$ cat config.mk
export PLATFORM = sky130hd
export DESIGN_NAME = alu_issue_ctrl_flat
export DESIGN_NICKNAME = d
export VERILOG_FILES = /design/src/rtl/alu_issue_ctrl_if.sv /design/src/rtl/alu_issue_ctrl.sv /design/src/flat_wrapper.sv
export SDC_FILE = /design/constraint.sdc
export NUM_CORES = 1
export LEC_CHECK = 0
export ABC_AREA = 0
export CORE_MARGIN = 2
export CORE_UTILIZATION = 35
export CTS_CLUSTER_DIAMETER = 40
export DETAILED_ROUTE_END_ITERATION = 8
export PLACE_DENSITY = 0.71
export SYNTH_ARGS = -nofsm -noshare
export SYNTH_HDL_FRONTEND = slang
export SYNTH_SLANG_ARGS = --single-unit
export TNS_END_PERCENT = 30
$ cat constraint.sdc
create_clock -name clk -period 6.4 [get_ports clk]
set_input_delay 1.92 -clock clk [delete_from_list [all_inputs] [get_ports clk]]
set_output_delay 1.92 -clock clk [all_outputs]
set_load 0.005 [all_outputs]
$ cat src/rtl/alu_issue_ctrl_if.sv
// rtl/alu_issue_ctrl_if.sv - instruction, Alu and result signal bundle for alu_issue_ctrl
interface alu_issue_ctrl_if;
    // Instruction/operand offer from the register-file read stage
    logic        instr_valid;
    logic        instr_ready;
    logic [5:0]  opcode;
    logic [5:0]  funct;
    logic [15:0] imm;
    logic [31:0] rs_data;
    logic [31:0] rt_data;

    // Alu port set
    logic [31:0] a_data;
    logic [31:0] b_data;
    logic [3:0]  alu_op;
    logic [31:0] alu_out;
    logic        alu_zero;

    // Result toward writeback
    logic        res_valid;
    logic        res_ready;
    logic [31:0] res_data;
    logic        res_zero;
    logic        res_illegal;

    // Controller view
    modport master (
        input  instr_valid, opcode, funct, imm, rs_data, rt_data,
        input  alu_out, alu_zero, res_ready,
        output instr_ready, a_data, b_data, alu_op,
        output res_valid, res_data, res_zero, res_illegal
    );

    // Environment view: instruction source, Alu and result consumer
    modport slave (
        output instr_valid, opcode, funct, imm, rs_data, rt_data,
        output alu_out, alu_zero, res_ready,
        input  instr_ready, a_data, b_data, alu_op,
        input  res_valid, res_data, res_zero, res_illegal
    );
endinterface

$ cat src/rtl/alu_issue_ctrl.sv
// rtl/alu_issue_ctrl.sv - decodes one MIPS ALU instruction, drives the Alu, returns its result
module alu_issue_ctrl #(
    parameter int unsigned ALU_LATENCY = 1
) (
    input  logic              clk,
    input  logic              rst,
    alu_issue_ctrl_if.master  bus
);

    // Alu operation codes
    localparam logic [3:0] OP_AND  = 4'b0000;
    localparam logic [3:0] OP_OR   = 4'b0001;
    localparam logic [3:0] OP_ADD  = 4'b0010;
    localparam logic [3:0] OP_ADDI = 4'b0011;
    localparam logic [3:0] OP_SUB  = 4'b0110;
    localparam logic [3:0] OP_SLT  = 4'b0111;
    localparam logic [3:0] OP_NOR  = 4'b1100;

    // Opcodes understood by this controller
    localparam logic [5:0] OPC_RTYPE = 6'b000000;
    localparam logic [5:0] OPC_ADDI  = 6'b001000;
    localparam logic [5:0] OPC_ANDI  = 6'b001100;
    localparam logic [5:0] OPC_ORI   = 6'b001101;
    localparam logic [5:0] OPC_BEQ   = 6'b000100;

    // R-type function codes
    localparam logic [5:0] FN_AND = 6'b100100;
    localparam logic [5:0] FN_OR  = 6'b100101;
    localparam logic [5:0] FN_ADD = 6'b100000;
    localparam logic [5:0] FN_SUB = 6'b100010;
    localparam logic [5:0] FN_SLT = 6'b101010;
    localparam logic [5:0] FN_NOR = 6'b100111;

    // Wait count loaded on accept; a zero-latency Alu captures on the very next edge
    localparam logic [2:0] CNT_INIT = 3'(ALU_LATENCY);

    typedef enum logic [1:0] {
        IDLE = 2'd0,
        EXEC = 2'd1,
        RESP = 2'd2
    } state_t;

    state_t      state;
    logic [2:0]  cnt;

    logic        dec_illegal;
    logic [3:0]  dec_op;
    logic [31:0] dec_b;

    // Decode the offered instruction into an Alu operation and its second operand
    always_comb begin
        dec_illegal = 1'b0;
        dec_op      = OP_AND;
        dec_b       = bus.rt_data;
        case (bus.opcode)
            OPC_RTYPE: begin
                case (bus.funct)
                    FN_AND:  dec_op = OP_AND;
                    FN_OR:   dec_op = OP_OR;
                    FN_ADD:  dec_op = OP_ADD;
                    FN_SUB:  dec_op = OP_SUB;
                    FN_SLT:  dec_op = OP_SLT;
                    FN_NOR:  dec_op = OP_NOR;
                    default: dec_illegal = 1'b1;
                endcase
            end
            OPC_ADDI: begin
                dec_op = OP_ADDI;
                dec_b  = {{16{bus.imm[15]}}, bus.imm};
            end
            OPC_ANDI: begin
                dec_op = OP_AND;
                dec_b  = {16'h0000, bus.imm};
            end
            OPC_ORI: begin
                dec_op = OP_OR;
                dec_b  = {16'h0000, bus.imm};
            end
            // Branch compare: the Alu zero flag is the taken indication
            OPC_BEQ: begin
                dec_op = OP_SUB;
                dec_b  = bus.rt_data;
            end
            default: dec_illegal = 1'b1;
        endcase
    end

    // Issue FSM: every interface output is a register so the Alu and consumer see glitch-free values
    always_ff @(posedge clk or posedge rst) begin
        if (rst) begin
            state           <= IDLE;
            cnt             <= 3'd0;
            bus.instr_ready <= 1'b1;
            bus.a_data      <= 32'd0;
            bus.b_data      <= 32'd0;
            bus.alu_op      <= OP_AND;
            bus.res_valid   <= 1'b0;
            bus.res_data    <= 32'd0;
            bus.res_zero    <= 1'b0;
            bus.res_illegal <= 1'b0;
        end else begin
            case (state)
                IDLE: begin
                    if (bus.instr_valid) begin
                        bus.instr_ready <= 1'b0;
                        if (dec_illegal) begin
                            // Alu inputs are left alone; the result is returned without executing
                            bus.res_illegal <= 1'b1;
                            bus.res_data    <= 32'd0;
                            bus.res_zero    <= 1'b0;
                            bus.res_valid   <= 1'b1;
                            state           <= RESP;
                        end else begin
                            bus.a_data <= bus.rs_data;
                            bus.b_data <= dec_b;
                            bus.alu_op <= dec_op;
                            cnt        <= CNT_INIT;
                            state      <= EXEC;
                        end
                    end
                end
                EXEC: begin
                    if (cnt == 3'd0) begin
                        bus.res_data    <= bus.alu_out;
                        bus.res_zero    <= bus.alu_zero;
                        bus.res_illegal <= 1'b0;
                        bus.res_valid   <= 1'b1;
                        state           <= RESP;
                    end else begin
                        cnt <= cnt - 3'd1;
                    end
                end
                RESP: begin
                    // Ready rises only after the retire edge, leaving one idle bubble
                    if (bus.res_ready) begin
                        bus.res_valid   <= 1'b0;
                        bus.instr_ready <= 1'b1;
                        state           <= IDLE;
                    end
                end
                default: begin
                    bus.res_valid   <= 1'b0;
                    bus.instr_ready <= 1'b1;
                    state           <= IDLE;
                end
            endcase
        end
    end

endmodule

$ cat src/flat_wrapper.sv
// flat-port wrapper written by rule: the top's interface ports become plain ports
module alu_issue_ctrl_flat 
#(
    parameter int unsigned ALU_LATENCY = 1
)
  (clk, rst, bus_instr_valid, bus_opcode, bus_funct, bus_imm, bus_rs_data, bus_rt_data, bus_alu_out, bus_alu_zero, bus_res_ready, bus_instr_ready, bus_a_data, bus_b_data, bus_alu_op, bus_res_valid, bus_res_data, bus_res_zero, bus_res_illegal);
  alu_issue_ctrl_if bus_i ();
  input  logic clk;
  input  logic rst;
  input wire logic [$bits(bus_i.instr_valid)-1:0] bus_instr_valid;
  input wire logic [$bits(bus_i.opcode)-1:0] bus_opcode;
  input wire logic [$bits(bus_i.funct)-1:0] bus_funct;
  input wire logic [$bits(bus_i.imm)-1:0] bus_imm;
  input wire logic [$bits(bus_i.rs_data)-1:0] bus_rs_data;
  input wire logic [$bits(bus_i.rt_data)-1:0] bus_rt_data;
  input wire logic [$bits(bus_i.alu_out)-1:0] bus_alu_out;
  input wire logic [$bits(bus_i.alu_zero)-1:0] bus_alu_zero;
  input wire logic [$bits(bus_i.res_ready)-1:0] bus_res_ready;
  output wire logic [$bits(bus_i.instr_ready)-1:0] bus_instr_ready;
  output wire logic [$bits(bus_i.a_data)-1:0] bus_a_data;
  output wire logic [$bits(bus_i.b_data)-1:0] bus_b_data;
  output wire logic [$bits(bus_i.alu_op)-1:0] bus_alu_op;
  output wire logic [$bits(bus_i.res_valid)-1:0] bus_res_valid;
  output wire logic [$bits(bus_i.res_data)-1:0] bus_res_data;
  output wire logic [$bits(bus_i.res_zero)-1:0] bus_res_zero;
  output wire logic [$bits(bus_i.res_illegal)-1:0] bus_res_illegal;
  assign bus_i.instr_valid = bus_instr_valid;
  assign bus_i.opcode = bus_opcode;
  assign bus_i.funct = bus_funct;
  assign bus_i.imm = bus_imm;
  assign bus_i.rs_data = bus_rs_data;
  assign bus_i.rt_data = bus_rt_data;
  assign bus_i.alu_out = bus_alu_out;
  assign bus_i.alu_zero = bus_alu_zero;
  assign bus_i.res_ready = bus_res_ready;
  assign bus_instr_ready = bus_i.instr_ready;
  assign bus_a_data = bus_i.a_data;
  assign bus_b_data = bus_i.b_data;
  assign bus_alu_op = bus_i.alu_op;
  assign bus_res_valid = bus_i.res_valid;
  assign bus_res_data = bus_i.res_data;
  assign bus_res_zero = bus_i.res_zero;
  assign bus_res_illegal = bus_i.res_illegal;
  alu_issue_ctrl #(.ALU_LATENCY(ALU_LATENCY)) u_core (.clk(clk), .rst(rst), .bus(bus_i));
endmodule
==> results of run 1 <==
## synth_stat cells (all sizes together) (2+ instances only)
master  count  share of area (%)
mux2i      49                 10
o32ai       3               0.55
mux2       33                7.7
nand2      73                5.7
clkbuf     12               0.94
nand3b      2               0.31
nor2        8               0.62
a21o        3               0.47
o41ai       2               0.36
nor4        2               0.26
ha          2               0.52
o21ai      36                3.8
or4         2               0.39
nand2b      2               0.26
nor3        3               0.31
buf        13                2.5
or3         3               0.49
a21oi      18                1.9
dfrtp     108                 56
nor2b       2               0.26
a31oi       2               0.26
o31ai       2               0.60
inv        40                3.1
## cells by family after synthesis
kind of cell	share of synthesized area [%]
compound gates	8.966
fa+ha+maj	0.5197
buf+inv	6.523
flops	56.68
mux	17.91
simple gates	9.407
## metal layers
layer,vias to the layer above,routed length (µm)
met2,153,6078
met5,-,0
met1,1852,5147
li1,1881,-
met4,0,268
met3,21,1072
## flip-flops by register name, indices dropped and copies added (netlist names)
signal / cells
u_core.bus.res_valid: 1
u_core.bus.res_zero: 1
u_core.state: 2
u_core.bus.res_illegal: 1
u_core.bus.a_data: 32
u_core.bus.b_data: 32
u_core.bus.alu_op: 4
u_core.bus.res_data: 32
u_core.bus.instr_ready: 1
u_core.cnt: 3
## critical path, cell delays in order
cell and delay (ns):
clkdlybuf4s50_1 0.48, or4_4 0.58, or3_4 0.39, o31ai_4 0.28
and2b_2 0.88, mux2i_1 0.29
## cell usage in the layout (no fill, tap or decap), types with 2 or more instances in the layout
cell type,synthesis,final
o32ai_1,3,3
ha_1,2,2
nor3_1,3,2
o21ai_0,35,35
buf_4,1,2
nor2b_1,2,2
a21o_1,3,3
a31oi_1,2,2
or3_1,2,2
mux2_2,33,33
nor4_1,2,2
clkdlybuf4s50_1,0,232
clkinv_4,0,2
clkinv_2,0,3
inv_1,40,39
nand3b_1,2,2
nor2_1,8,7
dfrtp_1,108,108
o41ai_1,2,2
clkbuf_16,0,9
a21oi_1,18,18
nand2b_1,2,2
mux2i_1,49,49
nand2_1,73,73
## power by group
part,internal (mW),leakage (nW),switching (mW)
logic,0.625,1.74,0.346
clock network,0.314,0.152,0.247
registers,0.920,1.42,0.137
## worst max-delay path by stage
stage             startpoint                       to  slack (ns)
2_1_floorplan            rst     u_core.bus.a_data[0]        1.61
3_3_place_gp   bus_opcode[0]  u_core.bus.res_data[10]        1.55
3_5_place_dp   bus_opcode[0]   u_core.bus.res_data[6]        1.44
4_1_cts        bus_opcode[0]   u_core.bus.res_data[6]        1.79
5_1_grt        bus_opcode[0]   u_core.bus.res_data[7]        1.66
6_report       bus_opcode[0]   u_core.bus.res_data[6]        1.80
## area by class of cell
type,instances,area (µm²),share of cell area [%]
Timing Repair Buffer,235,2357,31.23
Clock inverter,6,62.56,0.8288
Tap cell,176,220.2,2.917
Multi-Input combinational cell,258,1788,23.69
Clock buffer,10,239.0,3.166
Inverter,40,152.6,2.022
Sequential cell,109,2729,36.15
## metrics by stage
step | hold slack (ns) | power (mW) | instances | setup slack, ns
finish | 0.4802 | 2.588 | 834 | 1.796
global route | 0.5135 | 2.760 | 834 | 1.656
detailed placement | 0.4694 | 2.052 | 818 | 1.439
floorplan | 0.4498 | 1.469 | 432 | 1.608
global placement | 0.4649 | 2.023 | 818 | 1.552
CTS | 0.4850 | 2.627 | 834 | 1.792
==> results.txt, run 1 <==
The run finished with clean final reports. The analysis attributes to cell leakage a power of 3.317 nW. Hold repair after CTS inserted 0 buffers. After technology mapping, the gate count stands at 432.

After clock tree synthesis, the clock-pin slew on the worst setup and hold paths is 0.07 ns. The number of different library cells used by synthesis comes to 42. The synthesized design contains 0 enable-type register cells. The worst register-to-register path has a setup slack of 3.70 ns. The logs give 0 for the remaining design rule violation count and 0 for the number of failing setup endpoints in the final timing report.

After the last flow step, the layout net total stands at 784. The layout has 1,182 filler cells. For the number of global-route vias before repair, the log shows 4,107.

For the number of hold violations in the final report, the log shows 0. The first routing iteration left 117 violations. Yosys printed 0 warnings.

The clock passes through at most 2 buffers. The placer congestion estimate came out at 0.8073. The tools report the cell area after synthesis as 4815 µm². The worst setup path is captured at a register.

Before antenna repair, the detailed router went through 4 iterations. The biggest fanout along the worst timing path was 35; the number of diodes added for antenna fixing was 0. The first global-routing pass estimated 20.38 mm of wire. Power spread over the standard cell area amounts to 342.9 nW/µm². The floorplan step set the die width to 121.3 µm. Of the cells placed in the final design, the portion with a size suffix greater than 1 is 9.422%. Of all flip-flops after synthesis, the portion carrying an async set or reset was 100.0%. The I/O pin count was 233; the final core utilization was 56.55%. From synthesis to final layout, the design area changed by 56.78%.

After global routing the overflow that remains totals 0. For this run, global-route usage on met3 was measured as 6.203%. In the global route stage, met1 resource usage came out at 21.37%.

The post-cts repair resize count was 0. Each instance of the synthesized netlist takes up on average 11.14 µm². The number of clock buffers added by TritonCTS is 9. The most utilized layer in the global route result is met2. Clock latency on the worst-skew pair, taken at its later pin, is 0.34 ns. The run gives 0 as the final-report max-slew violation count.

TritonCTS built the clock tree. End point of the most critical hold path: u_core.cnt[1]. Commonest register cell after synthesis: dfrtp_1. The worst voltage drop across the vdd grid was 182.5 µV. The count of buffers from port buffering was 232; the global router's overall resource usage was 17.57%. By startpoint and endpoint, the worst setup path is classified as in -> reg. The H-tree was split into 3 levels.

The run gives 9.358 mm as the half-perimeter wire length after detailed placement. The die covers 14,710 µm². Static timing analysis puts the maximum clock frequency at 217.2 MHz. STA classifies the critical path startpoint as an input pin.

The tools report the standard cell area after detailed placement as 7247 µm². The clock arrives with 0.006369 ns of skew. For the worst setup path, the data arrival time is 4.85 ns.

The pin count of the biggest net entering global routing was 83. Dividing the final minimum period by the clock period gives 71.94%. Counting every net in the synthesized netlist gives 563. Of the synthesized area, sequential elements account for 56.68%. The logs give 7548 µm² for the post-layout instance area and 0 for the number of antenna violations at the first check in global routing. Number of max-capacitance violations reported: 0. Measured against its own limit, the worst slew margin works out to 16.92%. The detail route stage leaves a number of antenna-violating nets equal to 0. Final routed wire length divided by cell count: 15.07 µm. In this run the critical register-to-register path is launched from u_core.state[0]. After detailed routing, the number of vias per cell comes to 4.685.

The worst hold path depth was 1. Capture instance of the worst register-to-register path: u_core.bus.alu_op[1]. The die boundary height was 121.3 µm; the number of clock sinks was 109. The effective utilization at floorplan is 36.07%.

Setup repair after global routing left no endpoint under its margin. The routed layout has 3,907 vias. The final layout contains routed wiring with a total length of 12.57 mm.

The data required time of the worst path is 6.65 ns. The root buffer cell chosen for the clock tree is clkbuf_16. The minimum period implied by the final worst setup slack works out to 4.604 ns.

Global routing consumed, on the met2 layer, 28.58% of the routing resources. Measured in cells, the most critical reg-to-reg path has a length of 6. At the pin with the least slew margin, the transition time is 1.245 ns. The worst hold path begins at u_core.cnt[1].

The register bit total from synthesis was 109. The floorplan has 42 rows. Area inside the core boundary: 13,350 µm². The worst min-delay path class is reg -> reg. The final sum of negative setup slack was 0 ns; the number of buffers inserted by post-CTS setup repair was 0.
Note: power is estimated with default switching activity, not from simulation.
==> run 2: changes to the inputs <==
--- a/config.mk
+++ b/config.mk
@@ -10,7 +10,7 @@
 export CORE_UTILIZATION = 35
 export CTS_CLUSTER_DIAMETER = 40
 export DETAILED_ROUTE_END_ITERATION = 8
-export PLACE_DENSITY = 0.71
+export PLACE_DENSITY = 0.73
 export SYNTH_ARGS = -nofsm -noshare
 export SYNTH_HDL_FRONTEND = slang
 export SYNTH_SLANG_ARGS = --single-unit
==> constraint.sdc (replaced) <==
create_clock -name clk -period 3.85 [get_ports clk]
set_input_delay 1.155 -clock clk [delete_from_list [all_inputs] [get_ports clk]]
set_output_delay 1.155 -clock clk [all_outputs]
set_load 0.005 [all_outputs]
==> run 2 against run 1 <==
Utilization grew 0.85 points. Via count is 1.5% higher. Wire length grew 2.7%. Global-route usage increased by 0.19 points. Clock power rose by 67%. Sequential power is 66% higher. Clock skew fell by 0.00090 ns. Combinational power is 69% higher. Die area stayed put. First-iteration DRC count rose by 50%. Total power up 68%. Critical path depth is 1 higher. Critical path type unchanged.
==> results.txt, run 2 (same netlist as run 1, synthesis figures left out) <==
The tools report the startpoint kind of the worst setup timing path as an input pin. After floorplanning, the core was divided into 42 placement rows. The tools report the master cell of the clock root buffer as clkbuf_16.

The routed design uses 1.026 mm of met3 wire. Counting the fill cells in the layout gives 1,159. The share of layout cells above drive strength 1 is 10.21%, and the final core utilization is 57.41%.

Traced cell by cell, the critical path runs through clkdlybuf4s50_1 -> or4_4 -> or3_4 -> o31ai_4 -> and2b_2 -> buf_12 -> mux2i_1. The number of global-route vias before repair was 4,110; the number of DRC markers in iteration 0 was 176. The number of antenna violations at the first check in global routing is 0. The routed design has 12.91 mm of wire. The mean number of vias per cell came out at 4.709. The slowest stage of the critical path is the or4_4 cell.

Leakage dissipation: 3.367 nW. In this run the vertical extent of the chip is 121.3 µm. The remaining number of nets flagged by the antenna check after routing is 0.

TritonCTS built the clock tree. The beginning of the worst register-to-register path is u_core.state[0]. The routed design could run at a clock period as short as 3.331 ns. After clock tree synthesis, the clock-pin slew on the worst setup and hold paths is 0.07 ns.

Setup violations remaining at the end of the flow were counted as 0. For this block, wires on met1 add up to 5.208 mm. The end point of the most critical hold path is u_core.bus.b_data[18]. The run finished with clean final reports. The slew at the pin closest to its max-slew limit is 1.325 ns, and the biggest fanout along the worst timing path is 35. STA classifies the critical path endpoint as a register.

For the clock network latency to the later pin of the worst-skew pair, the log shows 0.35 ns. For the worst flop-to-flop path, the logic depth is 6. Across the routed clock network, the largest skew measured is 0.005468 ns. The final critical path takes up 86.52% of the cycle. The tools report the hold path startpoint as u_core.bus.b_data[18]. In this run the post-CTS setup repair buffer count came out at 0. The repair_antennas step left the layout with diodes totalling 0. Counting along the longest clock path gives a buffer depth of 2.

Highest routing layer actually used: met4. The effective utilization at floorplan was 36.07%. For the final-report max-slew violation count, the log shows 0.

The cell family contributing the most delay on the critical path was simple AND/OR/NAND/NOR gates. The buffer and inverter count on the worst path is 2. After the last flow step, the layout net total stands at 793. The area occupied by registers is 2729 µm².

The floorplan step defined a die boundary enclosing 14,710 µm². The top cell types in the final layout, fill and taps aside, are clkdlybuf4s50_1 (232), dfrtp_1 (108), nand2_1 (73), mux2i_1 (49), inv_1 (39). In the final layout, the multi-input gates occupy 1783 µm². The worst relative slew slack was 11.60%. The H-tree was split into 3 levels.

Relative to the synthesized area, the layout overhead comes to 59.15%. Gates resized during post-CTS repair numbered 0. From left edge to right edge, the die measures 121.3 µm.

The area inside the core boundary is 13,350 µm², and the worst hold path depth is 2. The sum of overflow across all layers after global routing is 0, and the count of hold buffers inserted by post-cts repair is 0. After routing, the total negative slack on setup checks comes to 0 ns.

The logs give 17.77% for the global router's overall resource usage and 9.711 mm for the half-perimeter wire length after detailed placement. The tools report the worst hold slack as 0.4800 ns. 233 I/O pins were placed.

The capture instance of the worst register-to-register path was u_core.bus.b_data[11]. The logs give 0 for the number of max-capacitance violations reported and 0 for the number of hold violations in the final report. The placer congestion estimate is 0.8023. Clock tree synthesis inserted a total of 9 buffers. Setup repair after global routing left no endpoint under its margin. The tools report the worst voltage drop across the vdd grid as 426.0 µV.

The highest cell delay on the worst timing path came out at 0.56 ns. The path length in cells of the critical path was 7; the power density over the cells was 566.4 nW/µm². The first detailed-routing pass took 6 iterations. For the number of vias after detailed routing, the log shows 3,965. The count of buffers from port buffering is 232. The first global-routing pass estimated 20.38 mm of wire. For this run, design rule violations remaining after detail routing come to 0.

In the final layout, the registers with the most flip-flops are u_core.bus.a_data (32), u_core.bus.b_data (32), u_core.bus.res_data (32). The start-to-end type of the worst setup path is in -> reg. The pin count of the biggest net entering global routing was 72; the critical path data arrival time was 3.59 ns. Based on the critical path, the design can be clocked at up to 300.2 MHz.

The run gives 6.382 mm as the length of routed met2 wiring. Data on the critical path is required at its endpoint by 4.11 ns. The worst min-delay path class is reg -> reg. Across all register-to-register paths, the minimum setup slack is 1.53 ns.

Leaving out fill and tap cells, the most frequent cell in the layout is clkdlybuf4s50_1. The final routed wire length divided by cell count was 15.33 µm. The tools report the number of clock sinks as 109.
## run 2: cell type report
| type | instances | area share [%] |
|---|---|---|
| flip-flops and latches | 109 | 35.61 |
| repair buffers | 244 | 32.30 |
| multi-input cells | 258 | 23.27 |
| clock buffers | 12 | 3.347 |
| well taps | 176 | 2.874 |
| inverters | 40 | 2.008 |
| clock inverters | 3 | 0.5879 |
## run 2: worst max-delay path by stage
stage | from | end
finish | bus_opcode[0] | u_core.bus.res_data[1]
global route | bus_opcode[0] | u_core.bus.res_data[10]
CTS | bus_opcode[0] | u_core.bus.res_data[1]
detailed placement | bus_opcode[0] | u_core.bus.res_data[22]
global placement | bus_opcode[0] | u_core.bus.res_data[1]
floorplan | bus_opcode[1] | u_core.bus.a_data[0]
## run 2: power breakdown
part | switching [mW] | internal [mW]
Combinational | 0.584 | 1.06
Sequential | 0.230 | 1.53
Clock | 0.402 | 0.537
## run 2: routing by layer
metal  track usage, %  vias up
met3            7.096       22
met2            29.63      150
met1            20.76     1886
met5                0        -
met4            6.178        0
li1                 -     1907
## run 2: per-stage QoR
step                cells  worst slack (ns)  cell area [µm²]  power [mW]
floorplan             432            0.7994             4818       2.442
global placement      827            0.2456             7361       3.383
detailed placement    827            0.1512             7361       3.441
CTS                   842            0.5278             7662       4.409
global route          842            0.4417             7662       4.609
finish                842            0.5191             7662       4.340
## run 2: worst reg2reg max path: cells and delay by family (launching register included)
| family | cells | cell delay (ns) |
|---|---|---|
| AO/OA/AOI/OAI | 2 | 0.41 |
| AND/OR/NAND/NOR | 2 | 0.96 |
| buffers and inverters | 2 | 0.37 |
| flip-flops | 1 | 0.48 |
